<file path="src/rtl/chess_pkg.sv">
// Shared chess definitions: piece encoding, FSM start state
// and the power-on board image used by the board register file.
package chess_pkg;

  typedef enum logic [2:0] {
    PT_EMPTY  = 3'd0,
    PT_PAWN   = 3'd1,
    PT_KNIGHT = 3'd2,
    PT_BISHOP = 3'd3,
    PT_ROOK   = 3'd4,
    PT_QUEEN  = 3'd5,
    PT_KING   = 3'd6
  } piece_t;

  localparam int COLOR_BIT = 3;
  localparam logic WHITE = 1'b0;
  localparam logic BLACK = 1'b1;

  localparam logic [3:0] EMPTY = 4'h0;
  localparam logic [3:0] WHITE_KING = {WHITE, PT_KING};
  localparam logic [3:0] BLACK_KING = {BLACK, PT_KING};

  localparam logic [2:0] ST_START = 3'b000;

  function automatic logic [3:0] mk_sq(
    input logic   color,
    input piece_t kind
  );
    return {color, kind};
  endfunction

  function automatic piece_t back_rank(input int col);
    piece_t p;
    case (col)
      0, 7:    p = PT_ROOK;
      1, 6:    p = PT_KNIGHT;
      2, 5:    p = PT_BISHOP;
      3:       p = PT_QUEEN;
      4:       p = PT_KING;
      default: p = PT_EMPTY;
    endcase
    return p;
  endfunction

  // Square i lives at [4i+3:4i], i = {col, row}
  function automatic logic [255:0] init_board();
    logic [255:0] b;
    b = '0;
    for (int c = 0; c < 8; c++) begin
      b[(c*8+0)*4 +: 4] = mk_sq(BLACK, back_rank(c));
      b[(c*8+1)*4 +: 4] = mk_sq(BLACK, PT_PAWN);
      b[(c*8+6)*4 +: 4] = mk_sq(WHITE, PT_PAWN);
      b[(c*8+7)*4 +: 4] = mk_sq(WHITE, back_rank(c));
    end
    return b;
  endfunction

  localparam logic [255:0] INIT_BOARD = init_board();

endpackage

</file>
<file path="src/rtl/capture_fifo.sv">
// Show-ahead log of captured pieces with sticky overflow.
// A full FIFO still accepts a push when a pop frees the head slot.
import chess_pkg::*;

module capture_fifo #(
  parameter int DEPTH = 16
) (
  input  logic       clk,
  input  logic       rst_n,
  input  logic       i_clear,
  input  logic       i_push,
  input  logic [3:0] i_data,
  input  logic       i_pop,
  output logic       o_valid,
  output logic [3:0] o_data,
  output logic       o_overflow
);

  localparam int AW = $clog2(DEPTH);
  localparam logic [AW:0] FULL_CNT = (AW+1)'(DEPTH);

  logic [3:0]    r_mem [DEPTH];
  logic [AW-1:0] r_wptr;
  logic [AW-1:0] r_rptr;
  logic [AW:0]   r_count;
  logic          r_overflow;

  logic w_empty;
  logic w_full;
  logic w_do_pop;
  logic w_do_push;

  assign w_empty   = (r_count == '0);
  assign w_full    = (r_count == FULL_CNT);
  assign w_do_pop  = i_pop && !w_empty;
  assign w_do_push = i_push && (!w_full || w_do_pop);

  always_ff @(posedge clk) begin
    if (w_do_push && !i_clear)
      r_mem[r_wptr] <= i_data;
  end

  always_ff @(posedge clk or negedge rst_n) begin
    if (!rst_n) begin
      r_wptr     <= '0;
      r_rptr     <= '0;
      r_count    <= '0;
      r_overflow <= 1'b0;
    end else if (i_clear) begin
      r_wptr     <= '0;
      r_rptr     <= '0;
      r_count    <= '0;
      r_overflow <= 1'b0;
    end else begin
      if (w_do_push)
        r_wptr <= r_wptr + 1'b1;
      if (w_do_pop)
        r_rptr <= r_rptr + 1'b1;
      if (w_do_push && !w_do_pop)
        r_count <= r_count + 1'b1;
      else if (w_do_pop && !w_do_push)
        r_count <= r_count - 1'b1;
      if (i_push && !w_do_push)
        r_overflow <= 1'b1;
    end
  end

  assign o_valid    = !w_empty;
  assign o_data     = w_empty ? EMPTY : r_mem[r_rptr];
  assign o_overflow = r_overflow;

endmodule

</file>
<file path="src/rtl/board_memory.sv">
// 64-square board register file with capture logging
// and king presence flags for the chess front end.
import chess_pkg::*;

module board_memory #(
  parameter int CAPTURE_LOG_DEPTH = 16
) (
  input  logic         clk,
  input  logic         reset,
  input  logic [10:0]  changePiece,
  input  logic [2:0]   currentState,
  output logic [255:0] entireBoard,
  output logic [1:0]   kingsPresent,
  output logic         capValid,
  output logic [3:0]   capData,
  input  logic         capPop,
  output logic         capOverflow
);

  logic [255:0] r_board;

  logic       w_reload;
  logic       w_we;
  logic [5:0] w_addr;
  logic [7:0] w_bit;
  logic [3:0] w_new;
  logic [3:0] w_old;
  logic       w_capture;
  logic [1:0] w_kings;

  assign w_reload = (currentState == ST_START);
  assign w_we     = changePiece[10];
  assign w_addr   = changePiece[5:0];
  assign w_new    = changePiece[9:6];
  assign w_bit    = {w_addr, 2'b00};
  assign w_old    = r_board[w_bit +: 4];

  // Clearing a source square or rewriting a square is not a capture
  assign w_capture = w_we && !w_reload &&
                     (w_old != EMPTY) &&
                     (w_new != EMPTY) &&
                     (w_new != w_old);

  always_ff @(posedge clk or negedge reset) begin
    if (!reset)
      r_board <= INIT_BOARD;
    else if (w_reload)
      r_board <= INIT_BOARD;
    else if (w_we)
      r_board[w_bit +: 4] <= w_new;
  end

  always_comb begin
    w_kings = 2'b00;
    for (int i = 0; i < 64; i++) begin
      if (r_board[i*4 +: 4] == WHITE_KING)
        w_kings[0] = 1'b1;
      if (r_board[i*4 +: 4] == BLACK_KING)
        w_kings[1] = 1'b1;
    end
  end

  capture_fifo #(
    .DEPTH(CAPTURE_LOG_DEPTH)
  ) u_cap_fifo (
    .clk        (clk),
    .rst_n      (reset),
    .i_clear    (w_reload),
    .i_push     (w_capture),
    .i_data     (w_old),
    .i_pop      (capPop),
    .o_valid    (capValid),
    .o_data     (capData),
    .o_overflow (capOverflow)
  );

  assign entireBoard  = r_board;
  assign kingsPresent = w_kings;

endmodule

</file>
<file path="config.mk">
export PLATFORM = sky130hd
export DESIGN_NAME = board_memory
export DESIGN_NICKNAME = d
export VERILOG_FILES = /design/src/rtl/chess_pkg.sv /design/src/rtl/capture_fifo.sv /design/src/rtl/board_memory.sv
export SDC_FILE = /design/constraint.sdc
export NUM_CORES = 1
export LEC_CHECK = 0
export ABC_AREA = 1
export BUFFER_PORTS_ARGS = -buffer_cell sky130_fd_sc_hd__buf_2
export CORE_MARGIN = 2
export CORE_UTILIZATION = 25
export DETAILED_ROUTE_END_ITERATION = 16
export PLACE_DENSITY = 0.38
export SETUP_SLACK_MARGIN = 0.3
export SLEW_MARGIN = 5
export SYNTH_ARGS = -nofsm -noshare
export SYNTH_HDL_FRONTEND = slang
export SYNTH_SLANG_ARGS = --single-unit
</file>
<file path="constraint.sdc">
create_clock -name clk -period 3.4 [get_ports clk]
set_input_delay 0.34 -clock clk [delete_from_list [all_inputs] [get_ports clk]]
set_output_delay 0.34 -clock clk [all_outputs]
set_load 0.01 [all_outputs]
</file>
==> impl_results.md, run 1 <==
* Outcome: finished, final reports clean
* Setup TNS at 0 ps
* DR pass1 iterations at 6
* PwrDens at 495 nW/um2
* WL met3 at 8030 um
* WL final at 118000 um
* DR WL/cell at 29.5 um
* Number of library cell types mapped by synthesis at 50
* Max cap viols at 0
* FF+latch area at 8760 um2
* Nets@finish at a little over 3000
* Final hold violations at 0
* CP max stage cell: dfrtp_1
* Asr flop ratio synth at 80.8%
* Worst vdd ir at ~580 uV
* Clock slew at reported path FFs at 60 ps
* Worst path most repeated cell: nand3_1
* HPWL after DPL at 95800 um
* Die X-Extent at 275 um
* Hold Path Class: input pin to flop
* Flop and latch count out of synthesis at 334
* IO Count at between 200 and 300
* Most used DFF post-synth: dfrtp_1
* Routed vias at around 21000
* Clock sink count at 334
* Clock Latency Late Sink at roughly 610 ps
* Fillers at 7847
* Vias in the first global route at about 20000
* Mapped cell area at 18400 um2
* Final hold slack at 202 ps
* Max clock buf depth at 3
* CP arrival at between 3000 and 4000 ps
* Area grow syn2layout at 39.6%
* Endpoints failing setup at 0
* Max Clock Skew at 30.2 ps
* RSZ-0062 raised after global routing: yes
* Ys Warns at 0
* Critical Path, Cell by Cell: inv_1, o21ai_0, a21oi_1, nand3_1, nand3_1, nand3_2, buf_4, nand3_1, nand2_1, nand2_2, nor2_4, buf_6, nor3_4, ha_2, inv_4, ha_4, nand2_1, nor2_2, a211oi_2, xnor2_1, o22ai_1
* Detailed-route vias per instance at a little over 5
* WP data required at 3860 ps
* Initial antenna violation count at 5
* Worst-path fanout max at 4
* Min Tclk post-route at between 3000 and 4000 ps
* Layout cells sized above 1 at 30.0%
* Drc violations at 0
* Die ar. at 75700 um2
* Core area at 72800 um2
* Lkg Pwr at 12.0 nW
* Avg Inst Size Synth at 7.63 um2
* Setup crit end kind: flop
* Htree depth at 2
* Antenna Violating Nets Remaining at 0
* Post-synthesis sequential area ratio at 47.6%
* Tcrit/Tclk final at 93.9%
* CTS buffer count at 44
* Vert. Die Dim at roughly 280 um
* CP bufs+invs at 4
* Delay-heaviest family, CP: simple AND/OR/NAND/NOR gates
* F_max at between 0.3 and 0.4 GHz
* Wl on met1 at between 50000 and 60000 um
* Maximum number of pins on one net before global-route repair at 93
* Total Routing Usage GR at 30.8%
* Synthesized Nets at 2438
* Setup Crit Path Kind: flop to flop
* RePlAce Congestion at 1.00
* CTS tree: done
* Post-synth EDFFs at 64
* Worst Tran Pin Value at ~1100 ps
* Final-report max-slew violation count at 0
* Top layer in use: met5
* Initial Utilization at 25.2%
* WL met2 at roughly 54000 um
* PortBufs at 280
* Multi-input gate area at roughly 8500 um2
* Row Count at 99
* Clock Tree Root: clkbuf_16
* Gate Count Post-Synth at 2408
* Crit path largest cell delay at 420 ps
* Relative slew slack at around 29%
* Startpoint Class: flop
* Starting DRT DRC Count at 2134
* Total Power at 0.0127 W
* Final Core Density at around a third
* Global-route wire length before repair at 162000 um
* Grt ovf at 0
## report_power, final
group          internal, W  total [W]  switching, W  leakage (nW)
combinational      0.00118    0.00329       0.00211          7.15
clock              0.00272    0.00465       0.00194         0.688
sequential         0.00445    0.00476      0.000301          4.12
## state kept, by name, indices dropped and copies added (netlist names)
signal                 cells
entireBoard              256
u_cap_fifo.o_overflow      1
u_cap_fifo.r_count         5
u_cap_fifo.r_mem          64
u_cap_fifo.r_rptr          4
u_cap_fifo.r_wptr          4
## synthesized netlist by cell type (3+ instances only)
cell / count / area, um2
o21ai_0: 213 / 1070
buf_2: 32 / 160
a31oi_1: 3 / 18.8
inv_2: 6 / 22.5
dfstp_2: 56 / 1470
buf_4: 12 / 90.1
nand4_1: 50 / 313
a32o_1: 10 / 100
buf_1: 9 / 33.8
o31ai_1: 6 / 45.0
buf_6: 4 / 45.0
nor2_1: 234 / 878
nor4_1: 26 / 163
a2111oi_0: 4 / 35.0
o21ai_1: 12 / 60.1
dfrtp_1: 214 / 5360
xor2_1: 5 / 43.8
nor2_2: 4 / 25.0
o221ai_1: 13 / 114
o2111ai_1: 12 / 105
nand2_2: 6 / 37.5
ha_1: 12 / 150
nand2_1: 578 / 2170
nand3_1: 221 / 1110
a21oi_1: 81 / 405
nand3b_1: 5 / 37.5
nor3_1: 26 / 130
o22ai_1: 108 / 676
edfxtp_1: 64 / 1920
inv_1: 315 / 1180
clkbuf_1: 39 / 146
## cell type report
type	instances	area share [%]
clock inverters	16	0.732
flip-flops and latches	334	34.2
well taps	959	4.68
diodes	2	0.0195
inverters	323	4.79
clock buffers	63	4.73
repair buffers	658	17.7
multi-input cells	1655	33.2
## routing by layer
layer  global-route usage (%)  vias up
met1                     41.6    10400
li1                         -     9328
met3                     5.17      180
met4                     10.9        6
met5                        0        -
met2                     49.6      895
## cell families after synthesis
family	Yosys count	synth area share [%]
xor gates and xnor gates	6	0.286
and+or+nand+nor	1159	27.0
buffers and inverters	419	9.19
DFF	334	47.6
AOI/OAI and AO/OA	475	14.9
adders and majority gates	13	0.926
muxes	2	0.123
## metrics by stage
| step | cell area [um2] | setup slack [ps] | std cells |
|---|---|---|---|
| 3_5_place_dp | 23500 | -659 | 3914 |
| 2_1_floorplan | 18400 | 296 | 2408 |
| 3_3_place_gp | 23500 | -723 | 3914 |
| 5_1_grt | 25600 | 62.4 | 4008 |
| 6_report | 25600 | 207 | 4010 |
| 4_1_cts | 25300 | 208 | 3999 |
## what timing repair did
action,4_1_cts,5_1_grt
endpoints found under the setup margin,7,62
buffers inserted,5,9
resized for setup,100,60
endpoints found under the hold margin,64,0
hold buffers,1,0
pin swaps,12,23
## path summary, 6_finish.rpt
path                                  from  slack, ps  cells after the start                    end
min                                 capPop        200                      5  u_cap_fifo.o_overflow
min reg2reg                entireBoard[68]        520                      2        entireBoard[68]
max reg2reg                 entireBoard[0]        210                     21  u_cap_fifo.r_count[4]
min in group asynchronous            reset        400                      2       entireBoard[218]
max                         entireBoard[0]        210                     21  u_cap_fifo.r_count[4]
max in group asynchronous            reset       2060                      3       entireBoard[136]
## tightest hold or removal path: cells and delay by family
kind | cells | cell delay (ps)
buffers and inverters | 2 | 240
and+or+nand+nor | 2 | 110
AOI/OAI and AO/OA | 1 | 50
## layout by cell type, fill, tap and decap left out, drive strengths merged, types with 4 or more instances in the layout
cell and n:
o22ai 108, edfxtp 64, ha 12, clkbuf 63, clkinv 12, a21oi 81
nor3 29, o221ai 13, nand3 221, inv 322, dfstp 56, a32o 10
buf 657, xor2 5, o2111ai 12, nand2 584, dfrtp 214, o21ai 227
nor4 26, o31ai 6, nand4 50, nand3b 5, a2111oi 4, nor2 240
Power figures use the tool's default switching activity.
==> run 2: changes to the inputs <==
--- a/config.mk
+++ b/config.mk
@@ -7,12 +7,15 @@
 export LEC_CHECK = 0
 export ABC_AREA = 1
 export BUFFER_PORTS_ARGS = -buffer_cell sky130_fd_sc_hd__buf_2
+export CORE_ASPECT_RATIO = 0.9
 export CORE_MARGIN = 2
 export CORE_UTILIZATION = 25
 export DETAILED_ROUTE_END_ITERATION = 16
-export PLACE_DENSITY = 0.38
+export HOLD_SLACK_MARGIN = 0.02
+export PLACE_DENSITY = 0.37
 export SETUP_SLACK_MARGIN = 0.3
 export SLEW_MARGIN = 5
 export SYNTH_ARGS = -nofsm -noshare
 export SYNTH_HDL_FRONTEND = slang
+export SYNTH_HIERARCHICAL = 1
 export SYNTH_SLANG_ARGS = --single-unit
==> impl_results.md, run 2 <==
* Outcome: finished, final reports clean
* Flop and latch count out of synthesis at about 330
* F_max at 0.315 GHz
* PortBufs at 280
* Crit path launch: entireBoard[93]
* Endpoints failing setup at 0
* Worst Tran Pin Value at 937 ps
* Setup TNS at 0 ps
* Register-to-Register Path Depth at 19
* Nets@finish at 2877
* Synth area leader: dfrtp_1
* Row Count at 94
* Setup crit end kind: output pin
* CP arrival at ~2800 ps
* Hold Path Class: input pin to flop
* Number of library cell types mapped by synthesis at 58
* Clock Tree Root: clkbuf_16
* Avg Inst Size Synth at 7.78 um2
* Clock power frac at between 30% and 40%
* R2R setup slack at 250 ps
* Synth Area in Compound Gates at 13.5%
* Most frequent cells after synthesis: 547 x nand2_1, 314 x inv_1, 295 x nand3_1, 214 x dfrtp_1, 161 x nor2_1
* Int Pwr at roughly 0.0081 W
* Post-synthesis sequential area ratio at 47.1%
* CTS tree: done
* Asr flop ratio synth at 80.8%
* FF+latch area at 8750 um2
* RePlAce Congestion at approximately 1.0
* Relative slew slack at 36.9%
* Routed vias at 20900
* Clock slew at reported path FFs at approximately 60 ps
* Antenna Violating Nets Remaining at 0
* Most frequent cell after synthesis: nand2_1
* Multi-input gate area at 8460 um2
* Top post-synthesis cells by area: dfrtp_1 29%, nand2_1 11%, edfxtp_1 10%, nand3_1 7.9%, dfstp_2 7.9%
* Post-Synth Adder-Cell Area at 0.781%
* Crit path to: kingsPresent[0]
* Post-DP Area at 22500 um2
* HPWL after DPL at 98700 um
* Global-route wire length before repair at roughly 170000 um
* Maximum number of pins on one net before global-route repair at 79
* Final hold violations at 0
* Switching share of power at 36.3%
* Max clock buf depth at 3
* Setup Crit Path Kind: flop to output pin
* Startpoint Class: flop
* Most used DFF post-synth: dfrtp_1
* Worst-path fanout max at 2
* WL final at 122000 um
* Max cap viols at 0
* Combinational Power Share at about 28%
* Leading cell type in the layout, fill and taps excluded: nand2_1
* Worst vdd ir at 249 uV
* Top cell type's share of synthesized area at 28.8%
* Max Clock Skew at ~26 ps
* IO Count at approximately 280
* R2r endpoint: u_cap_fifo/r_count[4]
* Post-synth EDFFs at 64
* Post-Synth Simple-Gate Area at between 20 and 30%
* Mapped cell area at between 15000 and 20000 um2
* Htree depth at 2
* Lkg Pwr at around 12 nW
* Final hold slack at 139 ps
* Initial antenna violation count at 9
* DR WL/cell at 31.7 um
* WP data required at 3060 ps
* Detailed-route vias per instance at 5.43
* RSZ-0062 raised after global routing: yes
* Initial Utilization at 25.3%
* Total Routing Usage GR at between 30% and 40%
* Core area at ~73000 um2
* Min Tclk post-route at 3180 ps
* Ys Warns at 6
* Final Core Density at 33.4%
* Starting DRT DRC Count at 2465
* Area grow syn2layout at 32.0%
* Design area at 24500 um2
* R2R Path Start: entireBoard[49]
* Vert. Die Dim at 263 um
* CTS buffer count at 43
* Sw power at 0.00463 W
* DR pass1 iterations at 6
* Largest family of logic cells by synthesized area: simple AND/OR/NAND/NOR gates
* Layout cells sized above 1 at 29.0%
* Mux cell area share after synthesis at 0.0539%
* Most frequent cells in the layout: 516 x nand2_1, 287 x inv_1, 277 x buf_2
* Clock Latency Late Sink at just under 600 ps
* Vias in the first global route at 20100
* Tcrit/Tclk final at 93.4%
* Reg power frac at 37.7%
* Fillers at 7994
* Pre-CTS WS at -349 ps
* Final-report max-slew violation count at 0
* Die ar. at 76500 um2
* PwrDens at 519 nW/um2
* Clock sink count at 334
* Grt ovf at 0
* Max FFs per register at 256
* Die X-Extent at 291 um
* Drc violations at 0
* Gate Count Post-Synth at 2387
* Worst Slack Setup Final at 223 ps
* Synthesized Nets at 2415
* XOR/XNOR Fraction of Synth Area at 0.0943%
run 2: cell types whose count changed after synthesis, sizes merged, moves of 24 or more:
cell	before	now
o21ai	227	119
o211ai	1	43
nand4	50	76
nand3	221	299
nor2	240	184
o22ai	108	132
inv	321	348
nand2	584	559
a21oi	81	55
run 2: worst max-delay path: stages (launching register included):
cell        delay (ps)
dfstp_2            390
clkinvlp_4         150
buf_4              130
buf_4              120
nor2_1              70
nand3_2            130
nand4_1            140
or4_4              650
nor2_4             160
nand3_2            150
buf_6              180
run 2: kinds of logic after synthesis:
family | after synthesis
buf+inv | 450
mux | 1
flops | 334
compound gates | 404
simple gates | 1185
xor+xnor | 2
fa+ha+maj | 11
run 2: metrics by stage:
step | std cells | total power (W)
after floorplan | 2387 | 0.00642
after global placement | 3735 | 0.00813
after detailed placement | 3735 | 0.00812
after CTS | 3830 | 0.0126
after global routing | 3843 | 0.0133
final | 3845 | 0.0127
run 2: worst min-delay path by stage:
stage / start / cells past startpoint / endpoint / slack (ps)
after global placement: reset / 1 / entireBoard[5] / 420
final: capPop / 3 / u_cap_fifo/r_rptr[0] / 140
after global routing: capPop / 3 / u_cap_fifo/r_rptr[0] / 150
after CTS: capPop / 3 / u_cap_fifo/r_rptr[0] / 120
after detailed placement: reset / 1 / entireBoard[5] / 410
after floorplan: reset / 0 / entireBoard[0] / 40
run 2: area by class of cell:
cell class              count  area share (%)
flip-flops and latches    334            35.7
repair buffers            514            14.0
multi-input cells        1603            34.5
inverters                 353            5.49
clock inverters            18           0.485
diodes                      2          0.0204
well taps                 960            4.90
clock buffers              61            4.92
run 2: what timing repair did:
item	in CTS	in global routing
resized for setup	63	68
pin swaps	16	27
hold endpoints to repair	53	0
setup endpoints to repair	71	71
hold buffers	1	0
buffers inserted	15	13
run 2: power by group through the flow:
stage                     registers [W]  clock network [W]  logic [W]
after floorplan                 0.00479                  0    0.00163
after global placement          0.00486                  0    0.00327
after detailed placement        0.00485                  0    0.00326
after CTS                       0.00479            0.00451    0.00335
after global routing            0.00483            0.00468    0.00377
final                           0.00480            0.00442    0.00352
run 2: routing by layer:
| metal | up-vias | wire length (um) | global-route usage [%] |
|---|---|---|---|
| li1 | 9066 | - | - |
| met1 | 10500 | 56200 | 45.8 |
| met2 | 1101 | 52200 | 47.0 |
| met3 | 179 | 8940 | 4.47 |
| met4 | 6 | 4450 | 9.74 |
| met5 | - | 38 | 0 |
